--- config.mk ---
export PLATFORM = sky130hd
export DESIGN_NAME = generation_scheduler_flat
export DESIGN_NICKNAME = d
export VERILOG_FILES = /design/src/rtl/conway_pkg.sv /design/src/rtl/generation_scheduler_if.sv /design/src/rtl/vsync_rate_divider.sv /design/src/rtl/generation_scheduler.sv /design/src/flat_wrapper.sv
export SDC_FILE = /design/constraint.sdc
export NUM_CORES = 1
export LEC_CHECK = 0
export ABC_AREA = 1
export CAP_MARGIN = 40
export CORE_MARGIN = 5
export CORE_UTILIZATION = 57
export DETAILED_ROUTE_END_ITERATION = 7
export PLACE_DENSITY = 0.84
export SLEW_MARGIN = 10
export SYNTH_ARGS = -nofsm -noshare
export SYNTH_HDL_FRONTEND = slang
export SYNTH_SLANG_ARGS = --single-unit
--- constraint.sdc ---
create_clock -name clk -period 5.1 [get_ports clk]
set_clock_uncertainty 0.05 [all_clocks]
set_input_delay 0.51 -clock clk [delete_from_list [all_inputs] [get_ports clk]]
set_output_delay 0.51 -clock clk [all_outputs]
set_load 0.05 [all_outputs]
--- src/rtl/conway_pkg.sv ---
// Shared encodings and default geometry for the Game-of-Life generation scheduler.
package conway_pkg;

  localparam int unsigned DEF_WIDTH_PIXELS  = 6;
  localparam int unsigned DEF_HEIGHT_PIXELS = 6;
  localparam int unsigned DEF_PIPE_LATENCY  = 3;
  localparam int unsigned DEF_RATE_WIDTH    = 4;
  localparam int unsigned DEF_GEN_WIDTH     = 16;
  localparam int unsigned PIX_CNT_WIDTH     = 6;
  localparam int unsigned FRAME_PIXELS      = DEF_WIDTH_PIXELS * DEF_HEIGHT_PIXELS;

  typedef enum logic [1:0] {
    CMD_STEP  = 2'd0,
    CMD_RUN   = 2'd1,
    CMD_PAUSE = 2'd2,
    CMD_CLEAR = 2'd3
  } cmd_op_t;

  typedef enum logic [2:0] {
    ST_IDLE      = 3'd0,
    ST_START     = 3'd1,
    ST_SWEEP     = 3'd2,
    ST_DRAIN     = 3'd3,
    ST_SWAP_WAIT = 3'd4,
    ST_RATE_WAIT = 3'd5
  } sched_state_t;

endpackage

--- src/rtl/generation_scheduler_if.sv ---
// Host command / display / sweep-controller signals of the generation scheduler.
// POPULATION_COUNT_EN adds the write-monitor inputs and the population output.
interface generation_scheduler_if #(
  parameter int unsigned RATE_WIDTH = 4,
  parameter int unsigned GEN_WIDTH  = 16
);
  logic                  cmd_valid;
  logic [1:0]            cmd_op;
  logic                  cmd_ready;
  logic [RATE_WIDTH-1:0] rate_div;
  logic                  vsync;
  logic                  sweep_stall;
  logic                  sweep_reset;
  logic                  sweep_enable;
  logic                  clear_mode;
  logic                  compute_buffer;
  logic                  display_buffer;
  logic                  running;
  logic                  busy;
  logic [GEN_WIDTH-1:0]  generation;
`ifdef POPULATION_COUNT_EN
  logic                               wr_strobe;
  logic                               wr_live;
  logic [conway_pkg::PIX_CNT_WIDTH-1:0] population;
`endif

  modport master (
    output cmd_valid, cmd_op, rate_div, vsync, sweep_stall,
`ifdef POPULATION_COUNT_EN
    output wr_strobe, wr_live,
    input  population,
`endif
    input  cmd_ready, sweep_reset, sweep_enable, clear_mode, compute_buffer,
    input  display_buffer, running, busy, generation
  );

  modport slave (
    input  cmd_valid, cmd_op, rate_div, vsync, sweep_stall,
`ifdef POPULATION_COUNT_EN
    input  wr_strobe, wr_live,
    output population,
`endif
    output cmd_ready, sweep_reset, sweep_enable, clear_mode, compute_buffer,
    output display_buffer, running, busy, generation
  );
endinterface

--- src/rtl/vsync_rate_divider.sv ---
// Counts vsync pulses after a load and flags the max(rate,1)-th one.
module vsync_rate_divider #(
  parameter int unsigned RATE_WIDTH = 4
) (
  input  logic                  clk,
  input  logic                  reset,
  input  logic                  i_load,
  input  logic [RATE_WIDTH-1:0] i_rate,
  input  logic                  i_enable,
  input  logic                  i_vsync,
  output logic                  o_terminal_c
);
  logic [RATE_WIDTH-1:0] r_target;
  logic [RATE_WIDTH-1:0] r_count;

  assign o_terminal_c = i_enable & i_vsync & (r_count == r_target - RATE_WIDTH'(1));

  // rate 0 behaves as 1
  always_ff @(posedge clk or posedge reset) begin
    if (reset) begin
      r_target <= RATE_WIDTH'(1);
      r_count  <= '0;
    end else if (i_load) begin
      r_target <= (i_rate == '0) ? RATE_WIDTH'(1) : i_rate;
      r_count  <= '0;
    end else if (i_enable && i_vsync) begin
      r_count  <= o_terminal_c ? '0 : r_count + RATE_WIDTH'(1);
    end
  end
endmodule

--- src/rtl/generation_scheduler.sv ---
// Sequences one generation: sweep one frame, drain the pipeline, swap buffers on vsync.
// Define POPULATION_COUNT_EN to add per-generation live-cell population counting.
module generation_scheduler
  import conway_pkg::*;
#(
  parameter int unsigned WIDTH_PIXELS  = DEF_WIDTH_PIXELS,
  parameter int unsigned HEIGHT_PIXELS = DEF_HEIGHT_PIXELS,
  parameter int unsigned PIPE_LATENCY  = DEF_PIPE_LATENCY,
  parameter int unsigned RATE_WIDTH    = DEF_RATE_WIDTH,
  parameter int unsigned GEN_WIDTH     = DEF_GEN_WIDTH
) (
  input logic                   clk,
  input logic                   reset,
  generation_scheduler_if.slave bus
);
  localparam int unsigned FRAME   = WIDTH_PIXELS * HEIGHT_PIXELS;
  localparam int unsigned DRAIN_W = (PIPE_LATENCY > 1) ? $clog2(PIPE_LATENCY) : 1;

  sched_state_t             r_state, w_state_nxt;
  logic [PIX_CNT_WIDTH-1:0] r_pix_cnt;
  logic [DRAIN_W-1:0]       r_drain_cnt;
  logic [GEN_WIDTH-1:0]     r_generation;
  logic                     r_running, r_clear_mode, r_display;
  logic w_cmd_ready, w_accept, w_pause, w_launch, w_sweep_en, w_last_pix, w_last_drain;
  logic w_swap, w_load_rate, w_rate_hit;

  vsync_rate_divider #(.RATE_WIDTH(RATE_WIDTH)) u_rate_div (
    .clk          (clk),
    .reset        (reset),
    .i_load       (w_load_rate),
    .i_rate       (bus.rate_div),
    .i_enable     (r_state == ST_RATE_WAIT),
    .i_vsync      (bus.vsync),
    .o_terminal_c (w_rate_hit)
  );

  always_ff @(posedge clk or posedge reset) begin
    if (reset) r_state <= ST_IDLE;
    else       r_state <= w_state_nxt;
  end

  // next-state and per-cycle control strobes
  always_comb begin
    w_state_nxt  = r_state;
    w_launch     = 1'b0;
    w_swap       = 1'b0;
    w_load_rate  = 1'b0;
    w_cmd_ready  = (r_state == ST_IDLE) || (bus.cmd_op == CMD_PAUSE);
    w_accept     = bus.cmd_valid & w_cmd_ready;
    w_pause      = w_accept & (bus.cmd_op == CMD_PAUSE);
    w_sweep_en   = (r_state == ST_SWEEP) & ~bus.sweep_stall;
    w_last_pix   = w_sweep_en & (r_pix_cnt == PIX_CNT_WIDTH'(FRAME - 1));
    w_last_drain = (r_drain_cnt == DRAIN_W'(PIPE_LATENCY - 1));
    case (r_state)
      ST_IDLE: if (w_accept && !w_pause) begin
        w_launch    = 1'b1;
        w_state_nxt = ST_START;
      end
      ST_START: w_state_nxt = ST_SWEEP;
      ST_SWEEP: if (w_last_pix) w_state_nxt = ST_DRAIN;
      ST_DRAIN: if (w_last_drain) w_state_nxt = ST_SWAP_WAIT;
      ST_SWAP_WAIT: if (bus.vsync) begin
        w_swap      = 1'b1;
        w_load_rate = r_running & ~w_pause;
        w_state_nxt = (r_running && !w_pause) ? ST_RATE_WAIT : ST_IDLE;
      end
      ST_RATE_WAIT: begin
        if (w_pause)         w_state_nxt = ST_IDLE;
        else if (w_rate_hit) w_state_nxt = ST_START;
      end
      default: w_state_nxt = ST_IDLE;
    endcase
  end

  always_ff @(posedge clk or posedge reset) begin
    if (reset) begin
      r_running    <= 1'b0;
      r_clear_mode <= 1'b0;
      r_display    <= 1'b0;
      r_generation <= '0;
      r_pix_cnt    <= '0;
      r_drain_cnt  <= '0;
    end else begin
      if (w_pause)                                 r_running <= 1'b0;
      else if (w_launch && bus.cmd_op == CMD_RUN)  r_running <= 1'b1;

      if (w_launch)    r_clear_mode <= (bus.cmd_op == CMD_CLEAR);
      else if (w_swap) r_clear_mode <= 1'b0;

      if (r_state == ST_START) r_pix_cnt <= '0;
      else if (w_sweep_en)     r_pix_cnt <= r_pix_cnt + PIX_CNT_WIDTH'(1);

      r_drain_cnt <= (r_state == ST_DRAIN) ? r_drain_cnt + DRAIN_W'(1) : '0;

      if (w_swap) begin
        r_display    <= ~r_display;
        r_generation <= r_clear_mode ? '0 : r_generation + GEN_WIDTH'(1);
      end
    end
  end

`ifdef POPULATION_COUNT_EN
  logic [PIX_CNT_WIDTH-1:0] r_pop_shadow, r_population;

  // shadow accumulates this generation's live writes; published at the swap
  always_ff @(posedge clk or posedge reset) begin
    if (reset) begin
      r_pop_shadow <= '0;
      r_population <= '0;
    end else begin
      if (r_state == ST_START)
        r_pop_shadow <= '0;
      else if ((r_state == ST_SWEEP || r_state == ST_DRAIN) && bus.wr_strobe && bus.wr_live)
        r_pop_shadow <= r_pop_shadow + PIX_CNT_WIDTH'(1);
      if (w_swap) r_population <= r_pop_shadow;
    end
  end
  assign bus.population = r_population;
`endif

  assign bus.cmd_ready      = w_cmd_ready;
  assign bus.sweep_reset    = (r_state == ST_START);
  assign bus.sweep_enable   = w_sweep_en;
  assign bus.clear_mode     = r_clear_mode;
  assign bus.compute_buffer = ~r_display;
  assign bus.display_buffer = r_display;
  assign bus.running        = r_running;
  assign bus.busy           = (r_state != ST_IDLE);
  assign bus.generation     = r_generation;
endmodule
--- src/flat_wrapper.sv ---
// flat-port wrapper written by rule: the top's interface ports become plain ports
module generation_scheduler_flat import conway_pkg::*;
#(
  parameter int unsigned WIDTH_PIXELS  = DEF_WIDTH_PIXELS,
  parameter int unsigned HEIGHT_PIXELS = DEF_HEIGHT_PIXELS,
  parameter int unsigned PIPE_LATENCY  = DEF_PIPE_LATENCY,
  parameter int unsigned RATE_WIDTH    = DEF_RATE_WIDTH,
  parameter int unsigned GEN_WIDTH     = DEF_GEN_WIDTH
)
  (clk, reset, bus_cmd_valid, bus_cmd_op, bus_rate_div, bus_vsync, bus_sweep_stall, bus_cmd_ready, bus_sweep_reset, bus_sweep_enable, bus_clear_mode, bus_compute_buffer, bus_display_buffer, bus_running, bus_busy, bus_generation);
  generation_scheduler_if #(.RATE_WIDTH(RATE_WIDTH), .GEN_WIDTH(GEN_WIDTH)) bus_i ();
  input logic clk;
  input logic reset;
  input wire logic [$bits(bus_i.cmd_valid)-1:0] bus_cmd_valid;
  input wire logic [$bits(bus_i.cmd_op)-1:0] bus_cmd_op;
  input wire logic [$bits(bus_i.rate_div)-1:0] bus_rate_div;
  input wire logic [$bits(bus_i.vsync)-1:0] bus_vsync;
  input wire logic [$bits(bus_i.sweep_stall)-1:0] bus_sweep_stall;
  output wire logic [$bits(bus_i.cmd_ready)-1:0] bus_cmd_ready;
  output wire logic [$bits(bus_i.sweep_reset)-1:0] bus_sweep_reset;
  output wire logic [$bits(bus_i.sweep_enable)-1:0] bus_sweep_enable;
  output wire logic [$bits(bus_i.clear_mode)-1:0] bus_clear_mode;
  output wire logic [$bits(bus_i.compute_buffer)-1:0] bus_compute_buffer;
  output wire logic [$bits(bus_i.display_buffer)-1:0] bus_display_buffer;
  output wire logic [$bits(bus_i.running)-1:0] bus_running;
  output wire logic [$bits(bus_i.busy)-1:0] bus_busy;
  output wire logic [$bits(bus_i.generation)-1:0] bus_generation;
  assign bus_i.cmd_valid = bus_cmd_valid;
  assign bus_i.cmd_op = bus_cmd_op;
  assign bus_i.rate_div = bus_rate_div;
  assign bus_i.vsync = bus_vsync;
  assign bus_i.sweep_stall = bus_sweep_stall;
  assign bus_cmd_ready = bus_i.cmd_ready;
  assign bus_sweep_reset = bus_i.sweep_reset;
  assign bus_sweep_enable = bus_i.sweep_enable;
  assign bus_clear_mode = bus_i.clear_mode;
  assign bus_compute_buffer = bus_i.compute_buffer;
  assign bus_display_buffer = bus_i.display_buffer;
  assign bus_running = bus_i.running;
  assign bus_busy = bus_i.busy;
  assign bus_generation = bus_i.generation;
  generation_scheduler #(.WIDTH_PIXELS(WIDTH_PIXELS), .HEIGHT_PIXELS(HEIGHT_PIXELS), .PIPE_LATENCY(PIPE_LATENCY), .RATE_WIDTH(RATE_WIDTH), .GEN_WIDTH(GEN_WIDTH)) u_core (.clk(clk), .reset(reset), .bus(bus_i));
endmodule
==> impl_metrics.toml <==
[yosys]
syn_area_sq_um = 2140
yosysSeqAreaShare = 0.445
synth_cell_types = 32
syn_nets = 293
ys_seq_elements = 38
ys_warn_count = 0
syn_inst = 277
synth_flop_cell = "dfrtp_1"
syn_avg_cell_area_sq_um = 7.73
synth_async_sr_flop_share = 1.00
synth_edf_count = 0

[die]
ios = 35
rows = 22
die_w_um = 71.3
initial_core_util = 0.585
die_h_um = 71.3
dieArea_sq_um = 5080
core_sq_um = 3660

[critical_path]
ff2ff_setup_slack_ns = 3.21
cp_max_fo = 7
r2r_end = "u_core.r_state[2]"
reg2reg_from = "u_core.u_rate_div.r_target[0]"
arrival_ns = 2.06
worst_ep_required_time_ns = 4.54
worst_r2r_path_depth = 12
startpoint = "u_core.r_state[2]"
end_kind = "primary output"
crit_path_end = "bus_sweep_enable"
worstSetupPathType = "reg -> out"
critPathLaunchType = "flop"

[cells_and_area]
final_net_count = 334
n_antenna_cell = 0
drive_gt1_frac = 0.0786
syn_to_final_growth_pct = 22.2
final_common_cell = "nand2_1"
mostFrequentLayoutCells = "nand2_1, inv_1, dfrtp_1"
fin_util = 0.715

[clocking]
path_clk_slew_ns = 0.07
post_cts_buffers = 0
root_buffer = "clkbuf_8"
cts_made_buffers = 5
ctsHoldBuffers = 0
clock_sinks = 38
cts_tree = "done"
clk_path_buf_depth = 2
postCtsResizedCells = 0
htree_levels = 2
clock_latency_ns = 0.28

[grt]
grt_pass1_wl_um = 7380
grt_overflow = 0
track_usage = 0.178
antenna_found_initial = 0
grt_max_degree = 39
grt_pass1_vias = 1761

[worst_hold_path]
hold_depth = 1
hp-class = "reg -> reg"
min_from = "u_core.r_drain_cnt[0]"

[placement]
gp_congestion = 0.796
dp_hpwl_um = 3170
io_buffer_count = 34

[timing]
finalSetupViolations = 0
rsz0062_at_grt = "no"
min_period_over_period = 0.514
hold_violations = 0
relSlewSlack = 0.656
slew_violations = 0
max_freq_mhz = 381
setup_tns_ns = 0
tightest_slew_ns = 0.514
fin_crit_ns = 2.62

[pwr]
power_frac_comb = 0.491
netSwitchingFraction = 0.466
powerDensity_nw_per_um2 = 501
vdd_drop_max_mv = 0.299
pwr-share-seq = 0.361
pwr-share-clk = 0.148
p_int_uw = 700
p_switching_uw = 612
p_leak_uw = 0.00133
p_total_uw = 1310

[routing]
ant_nets = 0
vias = 1900
wl_um = 4150
drtPass1Iterations = 4
wl_per_cell_um = 11.3
drc = 0
drtIter0Drc = 121
via_per_inst = 5.19

[run]
cap_violations = 0

[status]
status = "finished clean"
==> power groups by stage <==
stage,Clock [uW],Combinational (uW),Sequential [uW]
6_report,194,644,474
5_1_grt,213,713,486
4_1_cts,198,650,472
3_5_place_dp,0,645,479
3_3_place_gp,0,635,474
2_1_floorplan,0,361,578
==> stage by stage <==
stage                     setup slack, ns  std cells  instance area [sq um]  hold slack (ns)
after floorplan                      2.77        277                   2140            0.353
after global placement               2.57        359                   2540            0.368
after detailed placement             2.56        359                   2540            0.369
after CTS                            2.47        366                   2620            0.378
after global routing                 2.33        366                   2620            0.399
final                                2.48        366                   2620            0.375
==> synthesized netlist by cell type, types with 2 or more instances <==
cell type  count  area [sq um]
nand2_1       67           251
inv_1         46           173
dfrtp_1       37           926
nor2_1        21          78.8
nand3_1       20           100
o21ai_0       20           100
a21oi_1       12          60.1
nor3_1        10          50.1
nand4_1        6          37.5
ha_1           5          62.6
nor2_4         3          33.8
xor2_1         3          26.3
a31oi_1        2          12.5
and3_1         2          12.5
inv_2          2          7.51
nand2_2        2          12.5
nand3_2        2          20.0
nor2_2         2          12.5
o21ai_1        2          10.0
==> layout make-up <==
class | count | area [sq um]
Inverter | 49 | 196
Tap cell | 48 | 60.1
Clock inverter | 2 | 10.0
Fill cell | 306 | 1040
Clock buffer | 5 | 68.8
Multi-Input combinational cell | 189 | 981
Timing Repair Buffer | 35 | 348
Sequential cell | 38 | 952
==> routing by layer <==
layer  global-route usage  part of all wire
met5                    0                 0
met4               0.0459             0.011
met3               0.0519             0.035
met2                0.300              0.48
met1                0.224              0.47
==> state kept, by name, summed over array words and instances, names as in the netlist <==
name / cells
u_core.r_pix_cnt: 6
u_core.bus.clear_mode: 1
u_core.r_drain_cnt: 2
u_core.bus.generation: 16
u_core.bus.running: 1
u_core.r_state: 3
u_core.u_rate_div.r_target: 4
u_core.u_rate_div.r_count: 4
u_core.bus.display_buffer: 1
==> critical path, cell delays in order, from the launching register on <==
cell,delay [ns]
dfrtp_1,0.44
nor2_1,0.16
nand2_1,0.15
nor2_4,0.19
clkdlybuf4s50_1,0.83
==> worst min-delay path by stage <==
| stage | to | slack, ns |
|---|---|---|
| after floorplan | u_core.r_drain_cnt[0] | 0.35 |
| after global routing | u_core.r_drain_cnt[0] | 0.40 |
| after global placement | u_core.r_drain_cnt[0] | 0.37 |
| after detailed placement | u_core.r_drain_cnt[0] | 0.37 |
| final | u_core.r_drain_cnt[0] | 0.37 |
| after CTS | u_core.r_drain_cnt[0] | 0.38 |
==> kinds of logic after synthesis <==
kind of cell	Yosys count	synth area share
adders and majority gates	5	0.0292
DFF	38	0.445
xor gates and xnor gates	4	0.0164
AOI/OAI and AO/OA	41	0.103
buffers and inverters	50	0.0970
and+or+nand+nor	139	0.310
Note: power is estimated with default switching activity, not from simulation.
